===== config.mk =====
export PLATFORM = sky130hd
export DESIGN_NAME = uart_tx_arbiter
export DESIGN_NICKNAME = d
export VERILOG_FILES = /design/src/rtl/uart_pkg.sv /design/src/rtl/uart_arb_pick.sv /design/src/rtl/uart_tx_arbiter.sv
export SDC_FILE = /design/constraint.sdc
export NUM_CORES = 1
export LEC_CHECK = 0
export BUFFER_PORTS_ARGS = -buffer_cell sky130_fd_sc_hd__buf_4
export CELL_PAD_IN_SITES_DETAIL_PLACEMENT = 1
export CELL_PAD_IN_SITES_GLOBAL_PLACEMENT = 2
export CORE_UTILIZATION = 28
export CTS_CLUSTER_DIAMETER = 50
export DETAILED_ROUTE_END_ITERATION = 12
export MAX_ROUTING_LAYER = met4
export PLACE_DENSITY_LB_ADDON = 0.15
export SYNTH_ARGS = -nofsm -noshare
export SYNTH_HDL_FRONTEND = slang
export SYNTH_HIERARCHICAL = 1
export SYNTH_SLANG_ARGS = --single-unit

===== constraint.sdc =====
create_clock -name clk -period 1.8 [get_ports clk]
set_input_delay 0.36 -clock clk [delete_from_list [all_inputs] [get_ports clk]]
set_output_delay 0.36 -clock clk [all_outputs]
set_load 0.03 [all_outputs]

===== src/rtl/uart_pkg.sv =====
// Shared types and frame timing helpers for the UART transmit arbiter.
package uart_pkg;

  typedef enum logic [1:0] {
    IDLE,
    SEND,
    WAIT
  } state_t;

  localparam int FRAME_BITS = 10;

  // Clock cycles one serial frame occupies on the line.
  function automatic int frame_cycles(input int tick_per_bit, input int frame_bits = FRAME_BITS);
    return tick_per_bit * frame_bits;
  endfunction

endpackage


===== src/rtl/uart_arb_pick.sv =====
// Combinational one-hot winner selection among pending requesters.
// UART_TX_ARB_RR_EN selects round-robin from ptr_i; otherwise lowest index wins.
module uart_arb_pick #(
  parameter int num_req = 3
) (
  input  logic [num_req-1:0]         req_i,
`ifdef UART_TX_ARB_RR_EN
  input  logic [$clog2(num_req)-1:0] ptr_i,
`endif
  output logic [num_req-1:0]         grant_o,
  output logic [$clog2(num_req)-1:0] idx_o
);

  localparam int IdxW = $clog2(num_req);

`ifdef UART_TX_ARB_RR_EN
  // Scan from farthest to nearest after the pointer so the nearest requester overwrites last.
  always_comb begin
    int cand;
    cand    = 0;
    grant_o = '0;
    idx_o   = '0;
    for (int off = num_req; off >= 1; off--) begin
      cand = (int'(ptr_i) + off) % num_req;
      if (req_i[cand]) begin
        grant_o       = '0;
        grant_o[cand] = 1'b1;
        idx_o         = IdxW'(cand);
      end
    end
  end
`else
  always_comb begin
    grant_o = '0;
    idx_o   = '0;
    for (int i = num_req - 1; i >= 0; i--) begin
      if (req_i[i]) begin
        grant_o    = '0;
        grant_o[i] = 1'b1;
        idx_o      = IdxW'(i);
      end
    end
  end
`endif

endmodule


===== src/rtl/uart_tx_arbiter.sv =====
// Shares one UART Tx among several byte producers, timing out each frame since Tx has no busy flag.
// Define UART_TX_ARB_RR_EN for round-robin selection; default build is fixed priority.
module uart_tx_arbiter
  import uart_pkg::*;
#(
  parameter int num_req      = 3,
  parameter int data_width   = 8,
  parameter int clk_freq     = 50000000,
  parameter int baudrate     = 9600,
  parameter int tick_per_bit = clk_freq / baudrate,
  parameter int frame_bits   = FRAME_BITS
) (
  input  logic                          clk,
  input  logic                          rst,
  input  logic [num_req-1:0]            req,
  input  logic [num_req*data_width-1:0] req_data,
  output logic [num_req-1:0]            grant,
  output logic [$clog2(num_req)-1:0]    owner,
  output logic [data_width-1:0]         tx_data,
  output logic                          tx_send,
  output logic                          busy
);

  localparam int FRAME_CYC = frame_cycles(tick_per_bit, frame_bits);
  localparam int CNT_W     = $clog2(FRAME_CYC);
  localparam int IDX_W     = $clog2(num_req);
  localparam logic [CNT_W-1:0] CNT_LAST = CNT_W'(FRAME_CYC - 2);

  state_t                  state_q;
  logic [CNT_W-1:0]        cnt_q;
  logic [num_req-1:0]      grant_q;
  logic [IDX_W-1:0]        owner_q;
  logic [data_width-1:0]   tx_data_q;
  logic                    tx_send_q;
  logic                    busy_q;

  logic [num_req-1:0]      pick_grant;
  logic [IDX_W-1:0]        pick_idx;
  logic [data_width-1:0]   pick_byte;

`ifdef UART_TX_ARB_RR_EN
  logic [IDX_W-1:0]        ptr_q;

  // Pointer starts at the top index so requester 0 has first priority out of reset.
  always_ff @(posedge clk) begin
    if (rst) begin
      ptr_q <= IDX_W'(num_req - 1);
    end else if (state_q == IDLE && |req) begin
      ptr_q <= pick_idx;
    end
  end
`endif

  uart_arb_pick #(
    .num_req(num_req)
  ) u_pick (
    .req_i  (req),
`ifdef UART_TX_ARB_RR_EN
    .ptr_i  (ptr_q),
`endif
    .grant_o(pick_grant),
    .idx_o  (pick_idx)
  );

  always_comb begin
    pick_byte = '0;
    for (int i = 0; i < num_req; i++) begin
      if (pick_idx == IDX_W'(i)) begin
        pick_byte = req_data[i*data_width +: data_width];
      end
    end
  end

  // Reset lands in WAIT so a frame Tx may still be shifting out completes before the next send.
  always_ff @(posedge clk) begin
    if (rst) begin
      state_q   <= WAIT;
      cnt_q     <= '0;
      grant_q   <= '0;
      owner_q   <= '0;
      tx_data_q <= '0;
      tx_send_q <= 1'b0;
      busy_q    <= 1'b1;
    end else begin
      case (state_q)
        IDLE: begin
          if (|req) begin
            state_q   <= SEND;
            grant_q   <= pick_grant;
            owner_q   <= pick_idx;
            tx_data_q <= pick_byte;
            tx_send_q <= 1'b1;
            busy_q    <= 1'b1;
            cnt_q     <= '0;
          end
        end
        SEND: begin
          state_q   <= WAIT;
          grant_q   <= '0;
          tx_send_q <= 1'b0;
          cnt_q     <= '0;
        end
        WAIT: begin
          if (cnt_q == CNT_LAST) begin
            state_q <= IDLE;
            busy_q  <= 1'b0;
          end else begin
            cnt_q <= cnt_q + CNT_W'(1);
          end
        end
        default: begin
          state_q <= IDLE;
        end
      endcase
    end
  end

  assign grant   = grant_q;
  assign owner   = owner_q;
  assign tx_data = tx_data_q;
  assign tx_send = tx_send_q;
  assign busy    = busy_q;

endmodule

==> qor.txt, run 1 <==
status - finished with violations
violated checks - setup timing
LEAKAGE - 1.00 nW
total grt overflow - 0
Arr. time, crit path - 2030 ps
root buffer cell - clkbuf_8
1st-iter DRT viols - 68
CP required - 1990 ps
most frequent cells in the layout - 68 x buf_4, 31 x dfxtp_1, 27 x nor2_1
Least-Margin Pin Slew - 417 ps
Ports - 44
Layout Utilization - 0.398
Clock Skew - 9.74 ps
Final HPWL DP - 3.77 mm
CP max stage cell - or4b_4
CTS tree - yes
die extent in y - 82.7 um
Vias/cell - 5.10
Antenna Nets Post-Route - 0
CP delay by family, top - simple AND/OR/NAND/NOR gates
Tmin final - 1840 ps
htree depth - 2
Final period util - 1.02
DR pass1 iterations - 4
Final Slew Violations - 0
flops & latches, synth - 33
clock slew at reported path FFs - 70 ps
cts hold-fix bufs - 0
FILL cells - 759
drt wl/cell - 14.7 um
Rel. slew slack - 0.722
Cells after DPL - 336
most common cell after layout, fill and taps aside - buf_4
count of cell types in the netlist - 43
max cap viols - 0
Post-Syn Instances - 212
synthesized area - 1820 um^2
Peak Freq - 544 MHz
ys flop type - dfxtp_1
die area - 6840 um^2
Critical Setup Path Class - reg -> reg
Crit path largest cell delay - 500 ps
Post-synth EDFFs - 0
Max VDD drop - 373 uV
Longest Clk Path Bufs - 2
Hold Vio Cnt, Final - 0
RSZ-0062 raised after global routing - yes
diode count - 0
std cell rows - 29
DIE WIDTH - 82.7 um
vias in the first global route - 1,742
area delta synth->final - 37.7%
WL final - 5.10 mm
layout cells sized above 1 - 0.356
first-pass GRT wire length - 8.53 mm
gpl congestion - 0.759
FFs w/ async S/R, synth - 0
Port Buffers - 43
total of warnings raised by yosys - 6
nets@finish - 300
Non-Filler Instances - 347
core footprint - 6310 um^2
crit path cell chain - inv_2 > ha_4 > or4b_4 > o41ai_4 > buf_4 > nand2_4 > a311oi_2
via count - 1,768
hold crit path type - in -> reg
pre-CTS setup slack - -77.1 ps
critical path capture point type - flip-flop
worst-path fanout max - 5
worst-skew pair later-pin latency - 280 ps
syn_nets - 243
Residual DRC - 0
GRT Util Overall - 0.170
Worst Path Buf+Inv - 2
CP Launch Type - flip-flop
WHS - 371 ps
total CTS buffers - 5
mean area per synthesized cell - 8.60 um^2
sequential share of the synthesized area - 0.362
power per cell area - 688 nW/um^2
initial core utilization - 0.289
initial antenna violation count - 0
maximum number of pins on one net before global-route repair - 35
clock sink count - 33
total power - 1.73 mW
Final Setup Violations - 8
Final Worst Setup Slack - -39.6 ps
worst reg2reg max path, cell delays in order (launching register included):
cell      delay [ps]
dfxtp_2          330
inv_2             70
ha_4             120
or4b_4           500
o41ai_4          250
buf_4            190
nand2_4           80
a311oi_2         220
area by class of cell:
type	count	area, um^2	share of cell area
clock buffers	5	68.8	0.0274
clock inverters	3	65.1	0.0259
inverters	1	3.75	0.00149
multi-input cells	160	1100	0.439
flip-flops and latches	33	663	0.264
well taps	77	96.3	0.0384
repair buffers	68	510	0.203
per-layer routing:
| layer | vias up | wire, um | GRT usage |
|---|---|---|---|
| li1 | 907 | - | - |
| met1 | 826 | 2600 | 0.220 |
| met2 | 33 | 2330 | 0.275 |
| met3 | 2 | 154 | 0.0363 |
| met4 | 0 | 12 | 0.0259 |
| met5 | - | 0 | - |
cell families after synthesis:
| family | count (synthesis) | synth area share |
|---|---|---|
| multiplexers | 15 | 0.0823 |
| AND/OR/NAND/NOR | 93 | 0.285 |
| adder cells (fa/ha/maj) | 2 | 0.0137 |
| buffers and inverters | 19 | 0.0535 |
| AO/OA/AOI/OAI | 50 | 0.204 |
| flip-flops | 33 | 0.362 |
cells in the mapped netlist (2+ instances only):
master    number  area [um^2]
dfxtp_1       33          661
nor2_1        27          101
a21oi_1       16         80.1
mux2i_1       15          150
a211oi_1      10         75.1
clkbuf_1      10         37.5
nand3_1       10         50.1
nand4_1        8         50.1
nand2_1        7         26.3
a31oi_1        6         37.5
and3_1         5         31.3
or3_1          5         31.3
and2_1         4         25.0
nor4_1         4         25.0
o21ai_0        4         20.0
a311oi_2       3         45.0
a41oi_1        3         26.3
buf_1          3         11.3
buf_4          3         22.5
nand3b_1       3         22.5
nor2b_1        3         18.8
and2_0         2         12.5
and4_1         2         17.5
buf_6          2         22.5
ha_1           2         25.0
nand2b_1       2         12.5
nor3_1         2         10.0
o21a_1         2         15.0
or2_2          2         12.5
final timing paths:
path	slack, ps	depth (start not counted)	end	start
hold reg to reg	490	1	busy$_SDFFE_PP1P_	busy$_SDFFE_PP1P_
setup reg to reg	-40	7	cnt_q[9]$_SDFFE_PP0P_	cnt_q[0]$_SDFFE_PP0P_
hold / removal	370	3	grant[0]$_SDFFE_PP0P_	req[0]
setup / recovery	-40	7	cnt_q[9]$_SDFFE_PP0P_	cnt_q[0]$_SDFFE_PP0P_
metrics by stage:
stage          setup TNS (ps)  area (um^2)
3_3_place_gp                0         2320
3_5_place_dp             -273         2320
6_report                 -172         2510
4_1_cts                  -216         2480
5_1_grt                 -1320         2510
2_1_floorplan               0         1830
registers in the layout (all words and copies together) (netlist names):
register / flops
grant: 3
busy: 1
owner: 2
tx_data: 8
cnt_q: 16
tx_send: 1
state_q: 2
repair_timing:
action,4_1_cts,5_1_grt
cloned,0,0
gates resized for setup,2,6
setup endpoints to repair,9,14
pin swaps,1,6
setup buffers,3,0
report_power, final:
part | internal [mW] | switching, mW
combinational | 0.0849 | 0.0684
sequential | 0.737 | 0.00491
clock | 0.550 | 0.284
total | 1.37 | 0.357
No activity file was read; power rests on OpenSTA's default activity.
==> run 2, diff against run 1 <==
Settings changed: REMOVE_ABC_BUFFERS set to 1.
==> qor.txt, run 2 (synthesis results as in run 1) <==
status - finished with violations
violated checks - setup timing
total grt overflow - 0
worst-path fanout max - 3
power per cell area - 588 nW/um^2
gpl congestion - 0.728
WL final - 5.33 mm
Least-Margin Pin Slew - 420 ps
Final Slew Violations - 0
Ports - 44
LEAKAGE - 1.00 nW
worst r2r src - cnt_q[0]$_SDFFE_PP0P_
Final HPWL DP - 3.82 mm
root buffer cell - clkbuf_8
clock sink count - 33
post-route cell area - 2540 um^2
via count - 1,826
total power - 1.49 mW
Longest Clk Path Bufs - 2
Hold Path Depth - 3
total CTS buffers - 5
Final Setup Violations - 11
area delta synth->final - 39.2%
die area - 6840 um^2
Critical Setup Path Class - reg -> reg
RSZ-0062 raised after global routing - yes
r2r worst-path depth - 7
DIE WIDTH - 82.7 um
most frequent cells in the layout - 69 x buf_4, 31 x dfxtp_1, 27 x nor2_1
Port Buffers - 43
core footprint - 6310 um^2
GRT Util Overall - 0.178
first-pass GRT wire length - 8.89 mm
Hold Path Sink - grant[0]$_SDFFE_PP0P_
Max VDD drop - 319 uV
initial core utilization - 0.289
max cap viols - 0
Hold Vio Cnt, Final - 0
max FFs per register - 16
Residual DRC - 0
Rel. slew slack - 0.720
htree depth - 2
min-delay src - req[0]
vias in the first global route - 1,784
clock slew at reported path FFs - 80 ps
Top reg by flops - cnt_q
Arr. time, crit path - 2030 ps
Setup TNS Final - -529 ps
std cell rows - 29
DR pass1 iterations - 4
Layout Utilization - 0.402
cts hold-fix bufs - 0
layout cells sized above 1 - 0.375
CP Launch Type - flip-flop
CP required - 1960 ps
Tmin final - 1870 ps
1st-iter DRT viols - 78
diode count - 0
hold crit path type - in -> reg
CTS tree - yes
Vias/cell - 5.19
reg-to-reg endpoint - cnt_q[15]$_SDFFE_PP0P_
Peak Freq - 535 MHz
most common cell after layout, fill and taps aside - buf_4
worst-skew pair later-pin latency - 290 ps
maximum number of pins on one net before global-route repair - 35
critical path capture point type - flip-flop
r2r setup slk - -70 ps
Final period util - 1.04
Clock Skew - 2.97 ps
Final Worst Setup Slack - -70.3 ps
Placed Area - 2360 um^2
drt wl/cell - 15.1 um
Setup crit start - cnt_q[0]$_SDFFE_PP0P_
Antenna Nets Post-Route - 0
initial antenna violation count - 0
die extent in y - 82.7 um
nets@finish - 305
run 2: cell count changes in the layout (fill, tap and decap cells not counted):
| cell | change |
|---|---|
| buf_6 | +3 |
| clkinvlp_4 | +3 |
| bufinv_16 | -2 |
| a21oi_1 | -1 |
| a21oi_2 | +1 |
| buf_12 | +1 |
| buf_4 | +1 |
| clkinv_2 | -1 |
| o311ai_0 | -1 |
| o311ai_1 | +1 |
| o31ai_1 | -1 |
| o31ai_2 | +1 |
run 2: routing by layer:
| layer | wire (um) | track usage | up-vias |
|---|---|---|---|
| li1 | - | - | 914 |
| met1 | 2430 | 0.216 | 874 |
| met2 | 2630 | 0.291 | 34 |
| met3 | 215 | 0.0429 | 4 |
| met4 | 51 | 0.0517 | 0 |
| met5 | 0 | - | - |
run 2: what timing repair did:
item / in CTS / in global routing
pin swaps: 10 / 3
gates resized for setup: 9 / 6
setup endpoints to repair: 10 / 15
buffers inserted: 4 / 0
endpoints found under the hold margin: 0 / 0
run 2: report_power, final:
part,leakage [nW],internal (mW),total (mW),switching (mW)
sequential,0.267,0.736,0.741,0.00488
combinational,0.701,0.0947,0.165,0.0701
clock,0.0364,0.271,0.587,0.316
run 2: worst max-delay path by stage:
stage	end	slack, ps	cells past startpoint
floorplan	grant[0]$_SDFFE_PP0P_	-480	4
global placement	cnt_q[13]$_SDFFE_PP0P_	-120	6
detailed placement	cnt_q[15]$_SDFFE_PP0P_	-150	6
CTS	cnt_q[9]$_SDFFE_PP0P_	-100	7
global route	cnt_q[14]$_SDFFE_PP0P_	-160	7
finish	cnt_q[15]$_SDFFE_PP0P_	-70	7
run 2: critical path: stages (launching register included):
cell	delay [ps]
dfxtp_2	330
inv_2	70
ha_4	120
or4b_4	480
buf_6	150
or4_4	430
nand4_1	90
a31oi_1	80
run 2: layout make-up:
type	instances	area, um^2
Fill cell	751	3770
Multi-Input combinational cell	160	1110
Sequential cell	33	663
Timing Repair Buffer	73	572
Tap cell	77	96.3
Clock buffer	5	68.8
Clock inverter	3	22.5
Inverter	1	3.75
run 2: through the flow:
step           instances  setup WS (ps)  hold WS [ps]
6_report             352          -70.3           359
4_1_cts              352           -103           356
5_1_grt              352           -156           369
3_3_place_gp         340           -120           460
3_5_place_dp         340           -146           462
2_1_floorplan        194           -477           428
==> run 3, diff against run 2 <==
Settings changed: CORE_UTILIZATION 28 to 29, CTS_BUF_LIST set to sky130_fd_sc_hd__clkbuf_8, SKIP_CTS_REPAIR_TIMING set to 1.
==> qor.txt, run 3 (synthesis results as in run 1) <==
M1 wire length - 2.53 mm
Final Setup Violations - 13
Final Slew Violations - 0
Worst Path Buf+Inv - 3
DR pass1 iterations - 4
violated checks - setup timing
clock sink count - 33
share of power burned in registers - 0.511
Placed Area - 2330 um^2
Critical Setup Path Class - reg -> reg
Residual DRC - 0
via count - 1,807
max FFs per register - 16
CP delay by family, top - simple AND/OR/NAND/NOR gates
crit path cell chain - inv_2 > ha_4 > or4b_4 > o41ai_4 > buf_4 > buf_6 > or3_1 > o31ai_2
diode count - 0
hold crit path type - in -> reg
Hold Vio Cnt, Final - 0
worst-skew pair later-pin latency - 290 ps
total CTS buffers - 5
root buffer cell - clkbuf_8
Final period util - 1.07
WL final - 5.22 mm
DIE WIDTH - 81.3 um
Peak Freq - 521 MHz
max cap viols - 0
pre-CTS setup slack - -146 ps
power share of the combinational group - 0.106
GRT Util Overall - 0.177
maximum number of pins on one net before global-route repair - 35
total grt overflow - 0
WHS - 355 ps
htree depth - 2
die area - 6610 um^2
die extent in y - 81.3 um
internal power - 1.08 mW
Least-Margin Pin Slew - 595 ps
area of the multi-input gates - 1110 um^2
Tmin final - 1920 ps
metal2 WL - 2.43 mm
Vias/cell - 5.24
P_sw - 0.367 mW
clock slew at reported path FFs - 70 ps
most common cell after layout, fill and taps aside - buf_4
Crit path largest cell delay - 500 ps
Port Buffers - 43
Rel. slew slack - 0.602
Max VDD drop - 289 uV
Longest Clk Path Bufs - 2
CP Launch Type - flip-flop
FILL cells - 712
power per cell area - 588 nW/um^2
nets@finish - 300
r2r setup slk - -120 ps
CTS tree - yes
core footprint - 5990 um^2
1st-iter DRT viols - 33
CP required - 1960 ps
status - finished with violations
top sig layer - met4
CP max stage cell - or4b_4
Final Worst Setup Slack - -119 ps
LEAKAGE - 0.970 nW
initial core utilization - 0.305
initial antenna violation count - 0
Clk pwr share - 0.383
total power - 1.45 mW
Clock Skew - 8.41 ps
Ports - 44
first-pass GRT wire length - 8.62 mm
Final HPWL DP - 3.74 mm
Seq. cell area - 663 um^2
WL met3 - 201 um
gpl congestion - 0.767
std cell rows - 28
Cells after DPL - 336
post-route cell area - 2470 um^2
most frequent cells in the layout - 67 x buf_4, 31 x dfxtp_1, 27 x nor2_1
layout cells sized above 1 - 0.363
vias in the first global route - 1,738
Antenna Nets Post-Route - 0
Sw Share - 0.253
Top reg by flops - cnt_q
worst-path fanout max - 5
Non-Filler Instances - 345
drt wl/cell - 15.1 um
Arr. time, crit path - 2080 ps
RSZ-0062 raised after global routing - yes
critical path capture point type - flip-flop
area delta synth->final - 35.4%
run 3: final cells by class:
cell class,count,share of cell area
Timing Repair Buffer,68,0.208
Inverter,1,0.00152
Multi-Input combinational cell,160,0.450
Sequential cell,33,0.268
Clock inverter,3,0.00557
Tap cell,75,0.0380
Clock buffer,5,0.0279
run 3: stage by stage:
step,TNS (ps),util
final,-757,0.412
after global routing,-1980,0.412
after CTS,-1350,0.403
after detailed placement,-827,0.389
after global placement,-475,0.389
after floorplan,-7250,-
run 3: path summary, 6_finish.rpt:
path	cells after the start	startpoint	endpoint
max reg2reg	8	cnt_q[0]$_SDFFE_PP0P_	cnt_q[0]$_SDFFE_PP0P_
min reg2reg	1	busy$_SDFFE_PP1P_	busy$_SDFFE_PP1P_
min	3	req[0]	grant[0]$_SDFFE_PP0P_
max	8	cnt_q[0]$_SDFFE_PP0P_	cnt_q[0]$_SDFFE_PP0P_
run 3: per-layer routing:
layer | track usage | vias to the layer above
li1 | - | 905
met1 | 0.216 | 853
met2 | 0.288 | 42
met3 | 0.0360 | 7
met4 | 0.0589 | 0
met5 | - | -
run 3: power groups by stage:
stage | Clock, mW | Sequential, mW | Combinational [mW]
2_1_floorplan | 0 | 0.757 | 0.0548
3_3_place_gp | 0 | 0.755 | 0.147
3_5_place_dp | 0 | 0.755 | 0.149
4_1_cts | 0.577 | 0.739 | 0.151
5_1_grt | 0.606 | 0.743 | 0.169
6_report | 0.556 | 0.741 | 0.154
run 3: worst min-delay path: cells and delay by family:
family / cells / cell delay [ps]
mux: 1 / 70
buf+inv: 1 / 110
simple gates: 1 / 70
